==> config.mk <==
export PLATFORM = sky130hd
export DESIGN_NAME = button_debounce_arbiter
export DESIGN_NICKNAME = d
export VERILOG_FILES = /design/src/rtl/button_debounce_arbiter.sv
export SDC_FILE = /design/constraint.sdc
export NUM_CORES = 1
export LEC_CHECK = 0
export CORE_UTILIZATION = 60
export CTS_BUF_LIST = sky130_fd_sc_hd__clkbuf_2
export DETAILED_ROUTE_END_ITERATION = 16
export GPL_ROUTABILITY_DRIVEN = 0
export PLACE_DENSITY = 0.82
export SYNTH_ARGS = -nofsm -noshare
export SYNTH_HDL_FRONTEND = slang
export SYNTH_SLANG_ARGS = --single-unit
==> constraint.sdc <==
create_clock -name clk -period 3.83 [get_ports clk]
set_input_delay 0.5745 -clock clk [delete_from_list [all_inputs] [get_ports clk]]
set_output_delay 0.5745 -clock clk [all_outputs]
set_load 0.01 [all_outputs]
==> src/rtl/button_debounce_arbiter.sv <==
// Debounces N buttons with one shared stability counter, lent to one
// pending button at a time by a round-robin SCAN/TRACK state machine.
//
// Ports:
//   clk         rising-edge system clock
//   reset       asynchronous, active-high reset
//   ButtonIn    [N-1:0] raw, asynchronous, bouncing button levels
//   ButtonOut   [N-1:0] one-cycle pulse per debounced press (0->1 commit)
//   ButtonLevel [N-1:0] debounced level per button
//   Busy        high while the counter is granted (state TRACK)
//   GrantIdx    index of the current or last granted button
module button_debounce_arbiter #(
  parameter int N        = 4,
  parameter bit sim      = 1'b0,
  parameter int CNT_SIM  = 200,
  parameter int CNT_REAL = 2000000
) (
  input  logic                 clk,
  input  logic                 reset,
  input  logic [N-1:0]         ButtonIn,
  output logic [N-1:0]         ButtonOut,
  output logic [N-1:0]         ButtonLevel,
  output logic                 Busy,
  output logic [$clog2(N)-1:0] GrantIdx
);

  localparam int IW  = $clog2(N);
  localparam int CW  = $clog2(CNT_REAL);
  localparam int CNT = sim ? CNT_SIM : CNT_REAL;

  localparam logic [CW-1:0] CNT_M1  = CW'(CNT - 1);
  localparam logic [IW-1:0] IDX_MAX = IW'(N - 1);

  localparam logic [0:0] SCAN  = 1'b0;
  localparam logic [0:0] TRACK = 1'b1;

  logic [N-1:0]  sync1_q;
  logic [N-1:0]  sync2_q;
  logic [N-1:0]  lvl_q,   lvl_d;
  logic [N-1:0]  out_q,   out_d;
  logic [IW-1:0] grant_q, grant_d;
  logic [CW-1:0] cnt_q,   cnt_d;
  logic [0:0]    state_q, state_d;

  logic [N-1:0]  pend;
  logic          found;
  logic [IW-1:0] pick;
  logic [IW-1:0] cand;

  assign pend = sync2_q ^ lvl_q;

  // Round-robin search starting one past the last grant. The candidate
  // wraps explicitly so non-power-of-two N never indexes past N-1.
  always_comb begin
    found = 1'b0;
    pick  = grant_q;
    cand  = grant_q;
    for (int k = 0; k < N; k++) begin
      cand = (cand == IDX_MAX) ? '0 : cand + 1'b1;
      if (!found && pend[cand]) begin
        found = 1'b1;
        pick  = cand;
      end
    end
  end

  always_comb begin
    state_d = state_q;
    grant_d = grant_q;
    cnt_d   = cnt_q;
    lvl_d   = lvl_q;
    out_d   = '0;
    unique case (state_q)
      SCAN: begin
        if (found) begin
          grant_d = pick;
          cnt_d   = '0;
          state_d = TRACK;
        end
      end
      TRACK: begin
        if (sync2_q[grant_q] == lvl_q[grant_q]) begin
          // Bounced back to the committed level: give up the grant.
          cnt_d   = '0;
          state_d = SCAN;
        end else if (cnt_q == CNT_M1) begin
          lvl_d[grant_q] = sync2_q[grant_q];
          // Only a press pulses; a release just moves the level.
          out_d[grant_q] = sync2_q[grant_q];
          cnt_d          = '0;
          state_d        = SCAN;
        end else begin
          cnt_d = cnt_q + 1'b1;
        end
      end
      default: state_d = SCAN;
    endcase
  end

  always_ff @(posedge clk or posedge reset) begin
    if (reset) begin
      sync1_q <= '0;
      sync2_q <= '0;
      lvl_q   <= '0;
      out_q   <= '0;
      grant_q <= IDX_MAX;
      cnt_q   <= '0;
      state_q <= SCAN;
    end else begin
      sync1_q <= ButtonIn;
      sync2_q <= sync1_q;
      lvl_q   <= lvl_d;
      out_q   <= out_d;
      grant_q <= grant_d;
      cnt_q   <= cnt_d;
      state_q <= state_d;
    end
  end

  assign ButtonOut   = out_q;
  assign ButtonLevel = lvl_q;
  assign Busy        = (state_q == TRACK);
  assign GrantIdx    = grant_q;

endmodule

==> results.sh, run 1 <==
export IMPL_async_flop_share_pct=100
export IMPL_diodes=0
export IMPL_nFillCells=256
export IMPL_chipWidth_um=62.8
export IMPL_synth_enable_flop_cells=0
export IMPL_syn_inst=218
export IMPL_cp_max_fo=17
export IMPL_status="completed"
export IMPL_final_common_cell="dfrtp_1"
export IMPL_min_period_over_period_pct=67.5
export IMPL_slowest_stage="nor4b_4"
export IMPL_hpwl_mm=3.29
export IMPL_path_clk_slew_ns=0.21
export IMPL_path_buf_inv=0
export IMPL_min_path_type="reg -> reg"
export IMPL_drv_cap=0
export IMPL_critical_path_top_delay_family="simple AND/OR/NAND/NOR gates"
export IMPL_fin_skew_ns=0.0113
export IMPL_worst_pin_slew_ns=1.11
export IMPL_drtIter0Drc=159
export IMPL_end_kind="flop"
export IMPL_p_int_w=0.000735
export IMPL_gr_total_overflow=0
export IMPL_grt_max_degree=32
export IMPL_ant_nets=0
export IMPL_p_per_area_mw_per_mm2=484
export IMPL_path_class="reg -> reg"
export IMPL_power_share_switching_pct=38.1
export IMPL_start_kind="flop"
export IMPL_grt_busiest_layer="met2"
export IMPL_grt_pass1_vias=1679
export IMPL_rows=21
export IMPL_ios=17
export IMPL_dieArea_mm2=0.00394
export IMPL_setup_tns_ns=0
export IMPL_synth_seq_area_share_pct=45.3
export IMPL_cts_tree="yes"
export IMPL_routed_wl_mm=4.46
export IMPL_p_leak_nw=1.01
export IMPL_cts_resized=0
export IMPL_synth_distinct_cells=52
export IMPL_clockBufferDepth=2
export IMPL_syn_cell_area_mm2=0.00221
export IMPL_synth_seq_cells=40
export IMPL_use_met2_pct=42.9
export IMPL_ir_worst_vdd_v=0.000334
export IMPL_grt_pass1_wl_mm=7.95
export IMPL_die_y_um=62.8
export IMPL_syn_num_nets=229
export IMPL_yosys_most_used_dff="dfrtp_1"
export IMPL_layout_common_cells="dfrtp_1, nand2_1, nand3_1"
export IMPL_post_cts_buffers=0
export IMPL_cp_cell_sequence="xor2_1 > nor3_1 > nor4b_4 > nand2_2 > o21ai_0"
export IMPL_drive_above_1_share_pct=13.6
export IMPL_rsz0062_at_grt="no"
export IMPL_finalMaxSlewViolations=0
export IMPL_hold_viol_final=0
export IMPL_viasPerCell=6.19
export IMPL_core_mm2=0.00344
export IMPL_critical_path_required_ns=4.17
export IMPL_post_drt_wl_per_cell_um=15.9
export IMPL_area_delta_synth_final_pct=10.7
export IMPL_pwr_share_seq_pct=44.3
export IMPL_ctsHtreeMaxLevel=2
export IMPL_critPathMaxStageDelay_ns=0.72
export IMPL_dr_pass1_iters=4
export IMPL_gr_usage_all_layers_pct=26.4
export IMPL_combPwrFrac_pct=33.7
export IMPL_yosys_warnings=0
export IMPL_vias=1738
export IMPL_max_slew_margin_rel_pct=25.9
export IMPL_gr_usage_met1_pct=35.0
export IMPL_globalRouteMet3Util_pct=4.93
export IMPL_nets=245
export IMPL_setup_viol=0
export IMPL_crit_arrival_ns=2.93
export IMPL_io_buffers=16
export IMPL_start_util_pct=64.3
export IMPL_drc=0
export IMPL_clkSinkCount=40
export IMPL_clock_latency_ns=0.41
export IMPL_antenna_found_initial=0
export IMPL_syn_avg_cell_area_um2=10.2
export IMPL_p_switching_w=0.000451
export IMPL_fin_crit_ns=2.58
export IMPL_clockRootBuffer="clkbuf_2"
export IMPL_cts_hold_buf=0
export IMPL_clkPwrFrac_pct=22.0
export IMPL_cts_made_buffers=5
export IMPL_power_w=0.00119
export IMPL_fmax_mhz=387
-- state kept, by name, indices dropped and copies added, names as in the netlist --
| name | flops |
|---|---|
| ButtonOut | 4 |
| Busy | 1 |
| GrantIdx | 2 |
| sync1_q | 4 |
| sync2_q | 4 |
| ButtonLevel | 4 |
| cnt_q | 21 |
-- worst reg2reg max path, stage by stage (launching register included) --
cell,delay (ns)
dfrtp_1,0.46
xor2_1,0.47
nor3_1,0.15
nor4b_4,0.72
nand2_2,0.45
o21ai_0,0.29
-- worst paths after layout --
kind | slack, ns | start | cells past startpoint | endpoint
max | 1.25 | ButtonLevel[2]$_DFFE_PP0P_ | 5 | cnt_q[15]$_DFFE_PP0P_
max reg2reg | 1.25 | ButtonLevel[2]$_DFFE_PP0P_ | 5 | cnt_q[15]$_DFFE_PP0P_
min in group asynchronous | 0.71 | reset | 2 | cnt_q[18]$_DFFE_PP0P_
min | 0.38 | sync1_q[0]$_DFF_PP0_ | 0 | sync2_q[0]$_DFF_PP0_
min reg2reg | 0.38 | sync1_q[0]$_DFF_PP0_ | 0 | sync2_q[0]$_DFF_PP0_
max in group asynchronous | 2.36 | reset | 3 | cnt_q[7]$_DFFE_PP0P_
-- through the flow --
step           instances  instance area, um^2  setup slack (ns)  hold WS, ns  util (%)
3_3_place_gp         273                 2380              1.47        0.334      69.2
3_5_place_dp         273                 2380              1.26        0.342      69.2
6_report             281                 2450              1.25        0.380      71.2
4_1_cts              281                 2450              1.22        0.387      71.2
5_1_grt              281                 2450             0.901        0.393      71.2
2_1_floorplan        218                 2210              1.94        0.331         -
-- final cells by class --
type / count / area, um^2 / area share, %
Tap cell: 46 / 57.6 / 2.35
Clock buffer: 5 / 25.0 / 1.02
Sequential cell: 40 / 1000 / 40.9
Inverter: 5 / 18.8 / 0.765
Clock inverter: 3 / 46.3 / 1.89
Multi-Input combinational cell: 164 / 1130 / 45.9
Timing Repair Buffer: 18 / 175 / 7.14
-- cells by family (layout without fill, tap and decap cells) --
logic type      count (synthesis)  after routing  share of synthesized area (%)
compound gates                 45             45                           15.1
xor+xnor                       15             15                           6.27
fa+ha+maj                       5              5                           2.82
buf+inv                        14             31                           3.84
flops                          40             40                           45.3
mux                             5              5                           3.05
simple gates                   94             94                           23.6
-- power groups by stage --
stage	Clock, W	Sequential (W)	Combinational (W)
floorplan	0	0.000515	0.000337
global placement	0	0.000531	0.000372
detailed placement	0	0.000534	0.000401
CTS	0.000264	0.000527	0.000401
global route	0.000281	0.000532	0.000443
finish	0.000261	0.000526	0.000400
-- synth_stat cells (all sizes together), types with 5 or more instances --
library cell  count  area (um^2)
nand2            25         96.4
nor2              8         30.0
dfrtp            38          951
xor2              9         86.3
buf               8         52.6
xnor2             6         52.6
a31oi             6         37.5
inv               5         18.8
o21ai            20          130
nand3            18         90.1
ha                5         62.6
nand4             8         56.3
nor3             10         50.1
-- per-layer routing --
metal / vias up / share of wire, %
li1: 825 / -
met1: 843 / 43
met2: 59 / 50
met3: 11 / 4.9
met4: 0 / 2.2
met5: - / 0
No activity file was read; power rests on OpenSTA's default activity.
==> inputs of run 2 (changes only) <==
Settings changed: CORE_UTILIZATION 60 to 54, PLACE_DENSITY 0.82 to 0.78.
Clock period 3.83 ns to 2.1 ns, I/O delays scaled along.
==> results.sh, run 2 (synthesis results as in run 1) <==
export IMPL_status="completed"
export IMPL_cp_endpoint="GrantIdx[0]"
export IMPL_critPathMaxStageDelay_ns=0.73
export IMPL_crit_arrival_ns=1.72
export IMPL_rows=22
export IMPL_worst_pin_slew_ns=0.468
export IMPL_routed_wl_mm=4.62
export IMPL_crit_cells=1
export IMPL_clockRootBuffer="clkbuf_2"
export IMPL_fmax_mhz=491
export IMPL_finalMaxSlewViolations=0
export IMPL_critical_path_top_delay_family="flip-flops"
export IMPL_antenna_found_initial=0
export IMPL_fin_skew_ns=0.0205
export IMPL_slowest_stage="dfstp_2"
export IMPL_clock_latency_ns=0.43
export IMPL_path_clk_slew_ns=0.22
export IMPL_ant_nets=0
export IMPL_diodes=0
export IMPL_hold_slack_ns=0.277
export IMPL_ctsHtreeMaxLevel=2
export IMPL_r2r_slack_ns=0.11
export IMPL_p_leak_nw=1.12
export IMPL_drv_cap=0
export IMPL_gr_usage_all_layers_pct=23.9
export IMPL_path_class="reg -> out"
export IMPL_gr_total_overflow=0
export IMPL_start_kind="flop"
export IMPL_die_y_um=66.0
export IMPL_hpwl_mm=3.22
export IMPL_ir_worst_vdd_v=0.000653
export IMPL_start_util_pct=58.3
export IMPL_dpl_cell_count=290
export IMPL_hold_viol_final=0
export IMPL_core_mm2=0.00380
export IMPL_layout_common_cells="dfrtp_1, nand2_1, nand3_1"
export IMPL_p_per_area_mw_per_mm2=960
export IMPL_fin_util_pct=70.0
export IMPL_post_drt_wl_per_cell_um=15.4
export IMPL_io_buffers=16
export IMPL_clkSinkCount=40
export IMPL_dieArea_mm2=0.00436
export IMPL_critical_path_required_ns=1.78
export IMPL_fin_crit_ns=2.04
export IMPL_drc=0
export IMPL_clockBufferDepth=2
export IMPL_dr_pass1_iters=5
export IMPL_regToRegStartpoint="GrantIdx[0]$_DFFE_PP1P_"
export IMPL_path_buf_inv=1
export IMPL_largest_register="cnt_q"
export IMPL_area_delta_synth_final_pct=20.0
export IMPL_cts_made_buffers=5
export IMPL_post_cts_buffers=0
export IMPL_grt_pass1_vias=1658
export IMPL_chipWidth_um=66.0
export IMPL_nets=261
export IMPL_min_path_type="in -> async"
export IMPL_drive_above_1_share_pct=20.7
export IMPL_largest_register_ffs=21
export IMPL_worstSetupStartpoint="GrantIdx[0]$_DFFE_PP1P_"
export IMPL_cp_max_fo=12
export IMPL_grt_pass1_wl_mm=7.78
export IMPL_end_kind="output pin"
export IMPL_drtIter0Drc=146
export IMPL_ios=17
export IMPL_grt_max_degree=41
export IMPL_worstReg2RegEnd="GrantIdx[0]$_DFFE_PP1P_"
export IMPL_cp_cell_sequence="clkdlybuf4s50_1"
export IMPL_rsz0062_at_grt="no"
export IMPL_setup_viol=0
export IMPL_setup_tns_ns=0
export IMPL_nFillCells=277
export IMPL_vias=1788
export IMPL_max_slew_margin_rel_pct=68.6
export IMPL_final_common_cell="dfrtp_1"
export IMPL_cts_tree="yes"
export IMPL_layout_cells_non_filler=299
export IMPL_viasPerCell=5.98
export IMPL_min_period_over_period_pct=97.0
export IMPL_r2r_cells=5
run 2: area by class of cell:
| class | instances | area (um^2) | share of cell area [%] |
|---|---|---|---|
| inverter | 5 | 18.8 | 0.706 |
| timing repair buffer | 33 | 300 | 11.3 |
| clock inverter | 3 | 90.1 | 3.39 |
| multi-input combinational | 165 | 1160 | 43.6 |
| tap | 48 | 60.1 | 2.26 |
| clock buffer | 5 | 25.0 | 0.942 |
| sequential | 40 | 1000 | 37.8 |
run 2: timing repair:
action,in CTS,in global routing
resized for setup,0,4
endpoints found under the hold margin,0,0
endpoints found under the setup margin,0,16
hold buffers,0,0
run 2: layer usage:
layer  up-vias  track usage [%]  part of all wire, %
met5         -                0                    0
met4         0             7.71                 0.95
met3         6             4.14                  7.0
met2        75             36.1                   45
met1       843             34.7                   47
li1        864                -                    -
run 2: through the flow:
step | setup WS [ns] | area [um^2] | power, W
after floorplan | 0.211 | 2210 | 0.00155
after global placement | 0.169 | 2510 | 0.00178
after detailed placement | 0.0951 | 2510 | 0.00180
after CTS | 0.0660 | 2620 | 0.00251
after global routing | 0.00384 | 2660 | 0.00269
final | 0.0621 | 2660 | 0.00255
run 2: worst min-delay path by stage:
stage	slack (ns)	endpoint	cells past startpoint	start
2_1_floorplan	0.33	sync2_q[0]$_DFF_PP0_	0	sync1_q[0]$_DFF_PP0_
3_3_place_gp	0.33	sync2_q[2]$_DFF_PP0_	0	sync1_q[2]$_DFF_PP0_
4_1_cts	0.30	cnt_q[2]$_DFFE_PP0P_	3	reset
5_1_grt	0.26	sync1_q[3]$_DFF_PP0_	1	ButtonIn[3]
3_5_place_dp	0.34	sync2_q[3]$_DFF_PP0_	0	sync1_q[3]$_DFF_PP0_
6_report	0.28	sync1_q[1]$_DFF_PP0_	3	reset
run 2: power by group:
group	switching (W)	leakage (nW)	total [W]	internal, W
registers	0.000101	0.528	0.000948	0.000847
clock network	0.000271	0.0632	0.000710	0.000439
logic	0.000502	0.528	0.000891	0.000389
total	0.000875	1.12	0.00255	0.00168
